===== src/rtl/uart_pkg.sv =====
// uart_pkg: state encoding and framing constants shared by the UART rx/tx byte engines
package uart_pkg;
  localparam int DATA_BITS = 8;
  typedef enum logic [2:0] {
    ST_IDLE   = 3'd0,
    ST_START  = 3'd1,
    ST_DATA   = 3'd2,
    ST_PARITY = 3'd3,
    ST_STOP   = 3'd4
  } state_t;
endpackage


===== src/rtl/uart_baud_tick.sv =====
// uart_baud_tick: free-running oversample tick generator, one pulse every TICK_DIV clocks
module uart_baud_tick #(
  parameter int TICK_DIV = 1
) (
  input  logic clk,
  input  logic rst,
  input  logic clr,
  output logic tick
);
  localparam int CW = TICK_DIV > 1 ? $clog2(TICK_DIV) : 1;
  logic [CW-1:0] cnt;
  assign tick = !clr && cnt == CW'(TICK_DIV - 1);
  always_ff @(posedge clk or negedge rst)
    if (!rst) cnt <= '0;
    else cnt <= (clr || tick) ? '0 : cnt + 1'b1;
endmodule


===== src/rtl/uart_rx_byte.sv =====
// uart_rx_byte: oversampling UART receiver, 8N1 (8E1/8O1 when UART_RX_PARITY_EN is defined)
module uart_rx_byte
  import uart_pkg::*;
#(
  parameter int CLK_FREQ   = 50_000_000,
  parameter int BAUD       = 115200,
  parameter int OVERSAMPLE = 16
`ifdef UART_RX_PARITY_EN
  , parameter bit PARITY_ODD = 1'b0
`endif
) (
  input  logic       clk,
  input  logic       rst,
  input  logic       rx,
  output logic [7:0] byte_out,
  output logic       byte_available,
  output logic       frame_error,
  output logic       parity_error,
  output logic       busy
);
  localparam int TICK_DIV = CLK_FREQ / (BAUD * OVERSAMPLE);
  localparam int TW = $clog2(OVERSAMPLE);
  localparam int MID = OVERSAMPLE / 2;
  if (TICK_DIV < 1) begin : g_bad_div
    $error("uart_rx_byte: CLK_FREQ too low for BAUD*OVERSAMPLE");
  end
  state_t state, state_n;
  logic rx_m, rx_s, rx_prev;
  logic [TW-1:0] tcnt;
  logic [2:0] bcnt;
  logic [1:0] samp;
  logic [DATA_BITS-1:0] shift;
  logic tick, start_det, decide, vote, par_bad;
  assign start_det = state == ST_IDLE && rx_prev && !rx_s;
  assign decide = tick && tcnt == TW'(MID + 1);
  assign vote = (samp[1] & samp[0]) | (samp[1] & rx_s) | (samp[0] & rx_s);
  assign busy = state != ST_IDLE;
  uart_baud_tick #(.TICK_DIV(TICK_DIV)) u_tick (
    .clk (clk),
    .rst (rst),
    .clr (start_det),
    .tick(tick)
  );
  always_comb begin
    state_n = state;
    case (state)
      ST_IDLE:   state_n = start_det ? ST_START : ST_IDLE;
      ST_START:  state_n = decide ? (vote ? ST_IDLE : ST_DATA) : ST_START;
`ifdef UART_RX_PARITY_EN
      ST_DATA:   state_n = decide && bcnt == 3'(DATA_BITS - 1) ? ST_PARITY : ST_DATA;
      ST_PARITY: state_n = decide ? ST_STOP : ST_PARITY;
`else
      ST_DATA:   state_n = decide && bcnt == 3'(DATA_BITS - 1) ? ST_STOP : ST_DATA;
`endif
      ST_STOP:   state_n = decide ? ST_IDLE : ST_STOP;
      default:   state_n = ST_IDLE;
    endcase
  end
  // tcnt starts at 2 so the detect cycle and edge lag centre the 3 votes on the bit
  always_ff @(posedge clk or negedge rst)
    if (!rst) begin
      state          <= ST_IDLE;
      rx_m           <= 1'b1;
      rx_s           <= 1'b1;
      rx_prev        <= 1'b1;
      tcnt           <= '0;
      bcnt           <= '0;
      samp           <= '0;
      shift          <= '0;
      byte_out       <= '0;
      byte_available <= 1'b0;
      frame_error    <= 1'b0;
    end else begin
      state          <= state_n;
      rx_m           <= rx;
      rx_s           <= rx_m;
      rx_prev        <= rx_s;
      byte_available <= 1'b0;
      frame_error    <= 1'b0;
      if (start_det) begin
        tcnt <= TW'(2);
        bcnt <= '0;
      end else if (tick) tcnt <= tcnt + 1'b1;
      if (tick && (tcnt == TW'(MID - 1) || tcnt == TW'(MID))) samp <= {samp[0], rx_s};
      if (decide && state == ST_DATA) begin
        shift <= {vote, shift[DATA_BITS-1:1]};
        bcnt  <= bcnt + 1'b1;
      end
      if (decide && state == ST_STOP) begin
        if (!vote) frame_error <= 1'b1;
        else if (!par_bad) begin
          byte_out       <= shift;
          byte_available <= 1'b1;
        end
      end
    end
`ifdef UART_RX_PARITY_EN
  always_ff @(posedge clk or negedge rst)
    if (!rst) begin
      par_bad      <= 1'b0;
      parity_error <= 1'b0;
    end else begin
      parity_error <= 1'b0;
      if (decide && state == ST_PARITY) par_bad <= (^{shift, vote}) != PARITY_ODD;
      if (decide && state == ST_STOP && vote && par_bad) parity_error <= 1'b1;
    end
`else
  assign par_bad = 1'b0;
  assign parity_error = 1'b0;
`endif
endmodule


===== config.mk =====
export PLATFORM = sky130hd
export DESIGN_NAME = uart_rx_byte
export DESIGN_NICKNAME = d
export VERILOG_FILES = /design/src/rtl/uart_pkg.sv /design/src/rtl/uart_baud_tick.sv /design/src/rtl/uart_rx_byte.sv
export SDC_FILE = /design/constraint.sdc
export NUM_CORES = 1
export LEC_CHECK = 0
export CAP_MARGIN = 20
export CORE_AREA = 2 2 56 58
export CTS_CLUSTER_DIAMETER = 60
export DETAILED_ROUTE_END_ITERATION = 10
export DIE_AREA = 0 0 58 60
export DONT_BUFFER_PORTS = 1
export PLACE_DENSITY = 0.74
export SYNTH_ARGS = -nofsm -noshare
export SYNTH_HDL_FRONTEND = slang
export SYNTH_SLANG_ARGS = --single-unit

===== constraint.sdc =====
create_clock -name clk -period 2.2 [get_ports clk]
set_input_delay 0.44 -clock clk [delete_from_list [all_inputs] [get_ports clk]]
set_output_delay 0.44 -clock clk [all_outputs]
set_load 0.1 [all_outputs]

* Word-level counts from Yosys, hierarchy flattened *
Index checks and enable logic that the tools add are counted.

operators by class
  reduce and logical (&&, ||, !) cells = 17
  equality and inequality tests = 8
  add/subtract/negate cells = 3
  bitwise operators = 5
  mux-type cells = 15

operators with widths
  operator                                              count
  2-to-1 mux 3 bit                                      4
  case mux 3 bit (4 select lines)                       1
  equality test 4 bit (second input constant)           2
  logical AND 1 bit                                     8
  2-to-1 mux 4 bit                                      2
  equality test 3 bit (second input constant)           2
  adder 5 x 1 -> 5 bit (second input constant)          1
  equality test 5 bit (second input constant)           1
  2-to-1 mux 1 bit                                      5
  2-to-1 mux 5 bit                                      1
  adder 4 x 1 -> 4 bit (second input constant)          1
  equality test 4 x 3 -> 1 bit (second input constant)  1
  2-to-1 mux 2 bit                                      2
  nonzero test 2 bit                                    2
  adder 3 x 1 -> 3 bit (second input constant)          1
  bitwise AND 1 bit                                     3
  equality test 3 x 1 -> 1 bit (second input constant)  1
  equality test 3 x 2 -> 1 bit (second input constant)  1
  logical NOT 3 bit                                     1
  nonzero test 3 bit                                    1
  logical NOT 1 bit                                     2
  logical OR 1 bit                                      2
  bitwise OR 1 bit                                      2
  AND reduction 2 bit                                   1

word-level totals
  flip-flop bits (word level) = 38
  word-level logic and storage cells = 60

* Depth between registers and ports, before layout *
Gate-level depths: netlist (run 1).

  depth after elaboration = 9
  depth in mapped cells = 9
  depth with buffers taken out = 6

* Modules after synthesis *
From an unflattened synthesis (run 1), not the netlist that was laid out.

second synthesis, totals
  cells, all modules = 124
  area, all modules = 1712.9 sq um

modules (own cells, without submodules)
  module          sequential area each (sq um)  cells each  area each (sq um)  instances
  uart_rx_byte    829.5                         101         1437.6             1
  uart_baud_tick  125.1                         23          275.3              1

* Worst setup path after synthesis (run 1) *
Ideal clock, no wire load.

  path type = register -> register
  start = register u_tick.cnt[0]
  end = register byte_out[0]
  data arrival time = 1659 ps
  setup slack = 416 ps
  stages on the path, launching flop included = 8
  period minus slack after synthesis = 1784 ps
  path through = dfrtp_1 > inv_1 > ha_1 > and4b_1 > buf_6 > nand2_4 > nor3b_4 > mux2_2

between the ends
  longest elaborated chain between the ends = 5

ends and longest elaborated chain
  item                                  line                  source
  from (decl)                           uart_baud_tick.sv:11  logic [CW-1:0] cnt;
  from (signal assigned)                uart_baud_tick.sv:15  else cnt <= (clr || tick) ? '0 : cnt + 1'b1;
  equality test 5 bit                   uart_baud_tick.sv:12  assign tick = !clr && cnt == CW'(TICK_DIV - 1);
  logical AND 1 bit                     uart_baud_tick.sv:12
  logical AND 1 bit                     uart_rx_byte.sv:35    assign decide = tick && tcnt == TW'(MID + 1);
  logical AND 1 bit                     uart_rx_byte.sv:89    if (decide && state == ST_STOP) begin
  AND reduction 2 bit (no source line)  -
  to (signal assigned)                  uart_rx_byte.sv:92    byte_out <= shift;
  to (decl)                             uart_rx_byte.sv:15    output logic [7:0] byte_out,

No other way between the ends.
A chain may end at the register's enable or synchronous reset.

* Worst setup path in the final report (run 1) *
  start = register state[0]
  end = output busy

between the ends
  longest elaborated chain between the ends = 1

ends and longest elaborated chain
  item                    line                source
  from (decl)             uart_rx_byte.sv:27  state_t state, state_n;
  from (signal assigned)  uart_rx_byte.sv:74  state <= state_n;
  nonzero test 3 bit      uart_rx_byte.sv:37  assign busy = state != ST_IDLE;
  to (decl)               uart_rx_byte.sv:19  output logic busy

No other way between the ends.

==> results by group, run 1 <==
Pwr
  • Reg power frac: 0.588
  • Combinational power share: 0.157
  • PD cells: 814 nW/um2
  • Net Switching: 422 uW
  • Net Sw Frac: 0.289
  • LEAKAGE: 0.895 nW
  • Clk pwr share: 0.256
  • IR drop worst, VDD: 0.604 mV
  • P_int: 1.04 mW

Setup path
  • Crit path DAT: 1.59 ns
  • Crit start category: flop
  • Crit Path Category: flop to output port
  • Crit. End Element: output port
  • Critical path fanouts, max: 7
  • Req. time, crit path: 1.76 ns

Flow run
  • MaxCap Viol Count: 0

Global route
  • Grt total ovfl: 0
  • Overall global routing resource usage: 0.170
  • Number of global-route vias before repair: 954
  • Pin count of the biggest net entering global routing: 39
  • Initial antenna violation count: 0
  • Global-route wire length before repair: 4240 um

Cells and area
  • Fin area: 1790 um2
  • # diodes: 0
  • Layout net count: 152
  • Multi-input logic area: 653 um2
  • Layout fillers: 239
  • Share of layout cells above drive strength 1: 0.259
  • Register area: 955 um2
  • Area Overhead vs Synth: 7.43%

Route
  • Routed Antenna Nets: 0
  • First-pass DRT Iterations: 4
  • WL final: 2470 um
  • DR vias/cell: 5.66
  • Wire length per cell: 14.1 um
  • DRT iter0 DRCs: 40
  • DRC violations left: 0
  • Routed via count: 997

Clock tree
  • CTS Buf Count: 5
  • CTS sink cnt: 38
  • Clock tree root driver cell: clkbuf_4
  • H-tree Lvls: 2
  • CTS tree: yes
  • CTS resizes: 0
  • Clock Pin Slew Worst Setup and Hold Paths: 0.11 ns
  • Clock buffer depth: 2
  • Post-CTS setup buffers: 0
  • Clock latency on the worst-skew pair: 0.34 ns

STA
  • Setup TNS: 0 ns
  • RSZ-0062 raised after global routing: no
  • Worst-Margin Slew: 0.902 ns
  • Setup violators final: 0
  • Final Skew: 0.00489 ns
  • Max Fclk: 0.494 GHz
  • Fin. Hold Viols: 0
  • Crit share post-route: 0.921
  • Slew headroom: 0.398
  • Slew Viols, Final: 0
  • Tmin final: 2.03 ns

Floorplan
  • Num ports: 15
  • Placeable Area: 2900 um2
  • Starting Density: 0.575
  • Die area: 3480 um2
  • Die Span X: 58 um
  • Die Y: 60 um
  • Row Count: 20

Placed design
  • RD Place Congestion: 0.787
  • Input/output buffers: 0
  • Placed cell area: 1700 um2
  • HPWL after DPL: 1750 um

Synthesis
  • Most used DFF post-synth: dfrtp_1
  • Syn Std Cell Area: 1670 um2
  • Yosys reg bits: 38
  • Synthesized net count: 143
  • Synth cell types: 35
  • Cells after Synth: 133
  • Synth area leaders: dfrtp_1 53%, mux2_2 11%, ha_1 5.3%
  • Largest area contributor in the netlist: dfrtp_1
  • Synth warn: 0
  • Seq/Total Area, Yosys: 0.572
  • EDFF count, synth: 0
  • Async S/R FF share, synth: 1.00
  • Syn_area_per_cell: 12.5 um2
  • Synth top area share: 0.525

Worst hold path
  • HP Class: primary input to flop

Status
  • Status: complete, no violations
[placed cells by master (no fill, tap or decap), types with 4 or more instances in the layout]
cell,synthesis,layout
buf_4,1,4
clkbuf_4,0,5
dfrtp_1,35,35
ha_1,7,7
inv_1,5,5
mux2_2,17,17
nand2_1,14,14
nor2_1,11,11
o21ai_0,4,4
xor2_1,4,4
[routing by layer]
metal  track usage  share of wire
met3        0.0519          0.045
met1         0.218           0.47
met4         0.110          0.027
met5             0              0
met2         0.250           0.46
[per-stage QoR]
| step | util | instances | hold slack [ns] | setup slack (ns) | total power, mW |
|---|---|---|---|---|---|
| after global routing | 0.617 | 176 | 0.0449 | 0.0929 | 1.57 |
| after CTS | 0.617 | 176 | 0.0690 | 0.166 | 1.48 |
| after detailed placement | 0.585 | 166 | 0.146 | 0.259 | 1.08 |
| after floorplan | - | 133 | 0.144 | 0.416 | 1.04 |
| after global placement | 0.585 | 166 | 0.145 | 0.349 | 1.07 |
| final | 0.617 | 176 | 0.0827 | 0.175 | 1.46 |
[synth_stat cells, drive strengths merged, types with 2 or more instances]
master and instances:
buf 4, nand2 15, nand3 3, inv 5
mux2 17, ha 7, dfstp 3, xor2 4
nand4 2, nor3 2, a21oi 2, dfrtp 35
nor3b 2, nor2 11, o21ai 4, and2 2
[layout make-up]
cell class              instances  share of cell area
flip-flops and latches         38               0.533
multi-input cells              86               0.365
repair buffers                  6              0.0335
clock buffers                   6              0.0286
well taps                      33              0.0230
inverters                       5              0.0105
clock inverters                 2             0.00698
[timing repair]
item	4_1_cts	5_1_grt
hold endpoints to repair	38	0
setup endpoints to repair	0	0
hold buffers	2	0
[final timing paths]
check | start | endpoint | slack (ns) | cells past startpoint
max | state[0] | busy | 0.17 | 2
min | rx | rx_m | 0.08 | 0
max reg2reg | u_tick.cnt[0] | byte_out[2] | 0.27 | 6
min reg2reg | rx_m | rx_s | 0.37 | 0
max in group asynchronous | rst | rx_prev | 1.41 | 2
min in group asynchronous | rst | tcnt[3] | 0.53 | 2
[power by group through the flow]
stage	sequential [mW]	clock [mW]	combinational [mW]
final	0.857	0.373	0.228
after global routing	0.873	0.418	0.275
after CTS	0.858	0.388	0.233
after detailed placement	0.872	0	0.212
after global placement	0.868	0	0.203
after floorplan	0.853	0	0.185
[kinds of logic (layout without fill, tap and decap cells)]
group | after synthesis | count (layout) | synth area share
simple gates | 44 | 44 | 0.145
mux | 18 | 18 | 0.121
other cells | 1 | 1 | 0.00225
compound gates | 10 | 10 | 0.0390
xor+xnor | 5 | 5 | 0.0263
flops | 38 | 38 | 0.572
buf+inv | 9 | 19 | 0.0360
fa+ha+maj | 8 | 8 | 0.0585
[state kept, by name, indices dropped and copies added (netlist names)]
register,cells
bcnt,3
byte_available,1
byte_out,8
frame_error,1
rx_m,1
rx_prev,1
rx_s,1
samp,2
shift,8
state,3
tcnt,4
u_tick.cnt,5
[critical path, stage by stage, from the launching register on]
cell,delay [ns]
dfrtp_1,0.46
nor3_1,0.32
inv_1,0.46
No activity file was read; power rests on OpenSTA's default activity.
==> inputs of run 2 (changes only) <==
--- a/config.mk
+++ b/config.mk
@@ -6,12 +6,13 @@
 export NUM_CORES = 1
 export LEC_CHECK = 0
 export CAP_MARGIN = 20
-export CORE_AREA = 2 2 56 58
+export CORE_AREA = 2 2 57 59
 export CTS_CLUSTER_DIAMETER = 60
 export DETAILED_ROUTE_END_ITERATION = 10
-export DIE_AREA = 0 0 58 60
+export DIE_AREA = 0 0 59 61
 export DONT_BUFFER_PORTS = 1
-export PLACE_DENSITY = 0.74
+export PLACE_DENSITY = 0.73
 export SYNTH_ARGS = -nofsm -noshare
 export SYNTH_HDL_FRONTEND = slang
+export SYNTH_HIERARCHICAL = 1
 export SYNTH_SLANG_ARGS = --single-unit
==> run 2 against run 1 <==
  * Final area increased by 5.8%
  * Largest power group unchanged
  * Setup slack improved by 0.026 ns
  * Sequential share of layout area decreased by 2.9 points
  * Highest routed layer unchanged
  * Via count decreased by 4.2%
  * Clock-buffer cell count unchanged
  * First-iteration DRC count decreased by 35%
  * Largest cell class unchanged
==> results by group, run 2 <==
STA
  • Slew headroom: 0.400
  • Setup violators final: 0
  • Setup WS post-layout: 0.201 ns
  • Crit share post-route: 0.909
  • Fin. Hold Viols: 0
  • RSZ-0062 raised after global routing: no
  • Worst-Margin Slew: 0.900 ns
  • Setup TNS: 0 ns
  • Max Fclk: 0.500 GHz
  • Final Skew: 0.00937 ns
  • Slew Viols, Final: 0
  • Tmin final: 2.00 ns

Synthesis
  • Top-count cell post-synth: dfrtp_1
  • Syn Std Cell Area: 1710 um2
  • Yosys reg bits: 38
  • Synth top area share: 0.511
  • Syn_area_per_cell: 13.8 um2
  • Cells after Synth: 124
  • Post-Synth Adder-Cell Area: 0.0570
  • Synth cell count leaders: 35 x dfrtp_1, 16 x mux2_2, 7 x ha_1
  • Synth warn: 6
  • Synth Area in Compound Gates: 0.0570
  • Post-synthesis mux area share: 0.131
  • Synthesized net count: 134
  • Largest area contributor in the netlist: dfrtp_1
  • Synth area leaders: dfrtp_1 51%, mux2_2 11%, ha_1 5.1%
  • Seq/Total Area, Yosys: 0.557
  • Dominant combinational cell family by area after synthesis: multiplexers
  • EDFF count, synth: 0
  • Synth cell types: 40
  • Post-Synth XOR/XNOR Area: 0.0205
  • Async S/R FF share, synth: 1.00
  • Post-synthesis simple-gate area fraction: 0.130
  • Most used DFF post-synth: dfrtp_1

Route
  • DR vias/cell: 5.72
  • First-pass DRT Iterations: 4
  • Routed via count: 955
  • DRC violations left: 0
  • WL final: 2690 um
  • DRT iter0 DRCs: 26
  • Wire length per cell: 16.1 um
  • Routed Antenna Nets: 0

Cells and area
  • Layout net count: 143
  • Share of layout cells above drive strength 1: 0.351
  • Most frequent cells in the layout: 35 x dfrtp_1, 16 x mux2_2, 7 x ha_1
  • Fin area: 1900 um2
  • # diodes: 0
  • Top Registers: byte_out: 8 flops, shift: 8 flops, u_tick/cnt: 5 flops
  • Layout fillers: 222
  • Most common cell after layout, fill and taps aside: dfrtp_1
  • Area Overhead vs Synth: 10.7%

Setup path
  • Crit Path Category: flop to flop
  • Critical path fanouts, max: 7
  • Crit path DAT: 2.23 ns
  • Crit start category: flop
  • Crit. End Element: flop
  • Reg2reg end: shift[3]
  • RR Startpoint: u_tick/cnt[0]
  • Worst reg-to-reg setup slack: 0.20 ns
  • Req. time, crit path: 2.43 ns
  • Worst r2r path cells: 7

Status
  • Status: complete, no violations

Global route
  • Overall global routing resource usage: 0.171
  • Number of global-route vias before repair: 967
  • Grt total ovfl: 0
  • Pin count of the biggest net entering global routing: 39
  • Initial antenna violation count: 0
  • Global-route wire length before repair: 4440 um

Flow run
  • MaxCap Viol Count: 0

Clock tree
  • H-tree Lvls: 2
  • CTS tree: yes
  • Post-CTS Hold Fix Bufs: 2
  • Clock buffer depth: 2
  • CTS Buf Count: 5
  • Clock latency on the worst-skew pair: 0.34 ns
  • CTS sink cnt: 38
  • Post-CTS setup buffers: 0
  • Clock tree root driver cell: clkbuf_4
  • CTS resizes: 0
  • Clock Pin Slew Worst Setup and Hold Paths: 0.11 ns

Floorplan
  • Placeable Area: 2950 um2
  • Starting Density: 0.580
  • Die Y: 61 um
  • Row Count: 20
  • Die Span X: 59 um
  • Num ports: 15
  • Die area: 3600 um2

Placed design
  • RD Place Congestion: 0.729
  • Post-Place Setup Slack: 0.213 ns
  • Placed cell area: 1750 um2
  • Input/output buffers: 0
  • HPWL after DPL: 1870 um

Pwr
  • Reg power frac: 0.493
  • PD cells: 881 nW/um2
  • Clk pwr share: 0.368
  • P_int: 1.24 mW
  • IR drop worst, VDD: 0.805 mV
  • LEAKAGE: 0.927 nW
  • Combinational power share: 0.139
  • Net Sw Frac: 0.257
  • Net Switching: 429 uW

Worst hold path
  • HP Class: primary input to flop
  • Worst Min Path Start: rx
  • Hold depth: 0
  • Hold Path End: rx_m
==> run 2: cell types whose count changed in the layout (fill, tap and decap cells not counted), sizes merged, moves of 3 or more <==
| cell | before | now |
|---|---|---|
| o21ai | 4 | 1 |
| a22o | 0 | 3 |
| nor2 | 11 | 5 |
| nand2 | 15 | 4 |
==> run 2: final cells by class <==
type                    instances  area [um2]  share of cell area
flip-flops and latches         38         955               0.504
multi-input cells              75         694               0.366
repair buffers                  8        75.1              0.0396
clock inverters                 2        60.1              0.0317
clock buffers                   6        51.3              0.0271
well taps                      33        41.3              0.0218
inverters                       5        18.8             0.00990
==> run 2: critical path: stages, from the launching register on <==
cell and delay, ns:
dfrtp_1 0.44, inv_1 0.07, ha_1 0.13, and4b_1 0.21, nor2b_1 0.19, and4b_4 0.32, nand2_1 0.20, mux2_2 0.33
==> run 2: cells by family (layout without fill, tap and decap cells) <==
kind of cell / Yosys count / in the layout
compound gates: 13 / 13
xor+xnor: 4 / 4
fa+ha+maj: 8 / 8
buf+inv: 11 / 21
flops: 38 / 38
mux: 19 / 19
other cells: 1 / 1
simple gates: 30 / 30
==> run 2: how the worst max path moves through the flow <==
stage                   from        to
2_1_floorplan       state[2]  shift[0]
3_3_place_gp   u_tick/cnt[0]  shift[4]
3_5_place_dp   u_tick/cnt[0]  shift[3]
4_1_cts        u_tick/cnt[0]  shift[3]
5_1_grt        u_tick/cnt[0]  shift[3]
6_report       u_tick/cnt[0]  shift[3]
==> run 2: through the flow <==
step / power [mW] / hold WS, ns / util / instances
global placement: 1.04 / 0.146 / 0.594 / 157
floorplan: 1.02 / 0.144 / - / 124
detailed placement: 1.05 / 0.146 / 0.594 / 157
finish: 1.67 / 0.0908 / 0.642 / 167
global route: 1.76 / 0.0593 / 0.642 / 167
CTS: 1.69 / 0.0749 / 0.642 / 167
==> run 2: power by group through the flow <==
| stage | clock network [mW] | registers [mW] | logic, mW |
|---|---|---|---|
| CTS | 0.628 | 0.822 | 0.237 |
| finish | 0.614 | 0.823 | 0.233 |
| floorplan | 0 | 0.819 | 0.197 |
| detailed placement | 0 | 0.836 | 0.212 |
| global route | 0.658 | 0.835 | 0.264 |
| global placement | 0 | 0.830 | 0.206 |
==> run 2: routing by layer <==
layer	share of wire	GRT usage	up-vias
met4	0.015	0.0779	0
met3	0.042	0.0490	5
met2	0.48	0.278	19
li1	-	-	456
met5	0	0	-
met1	0.46	0.214	475
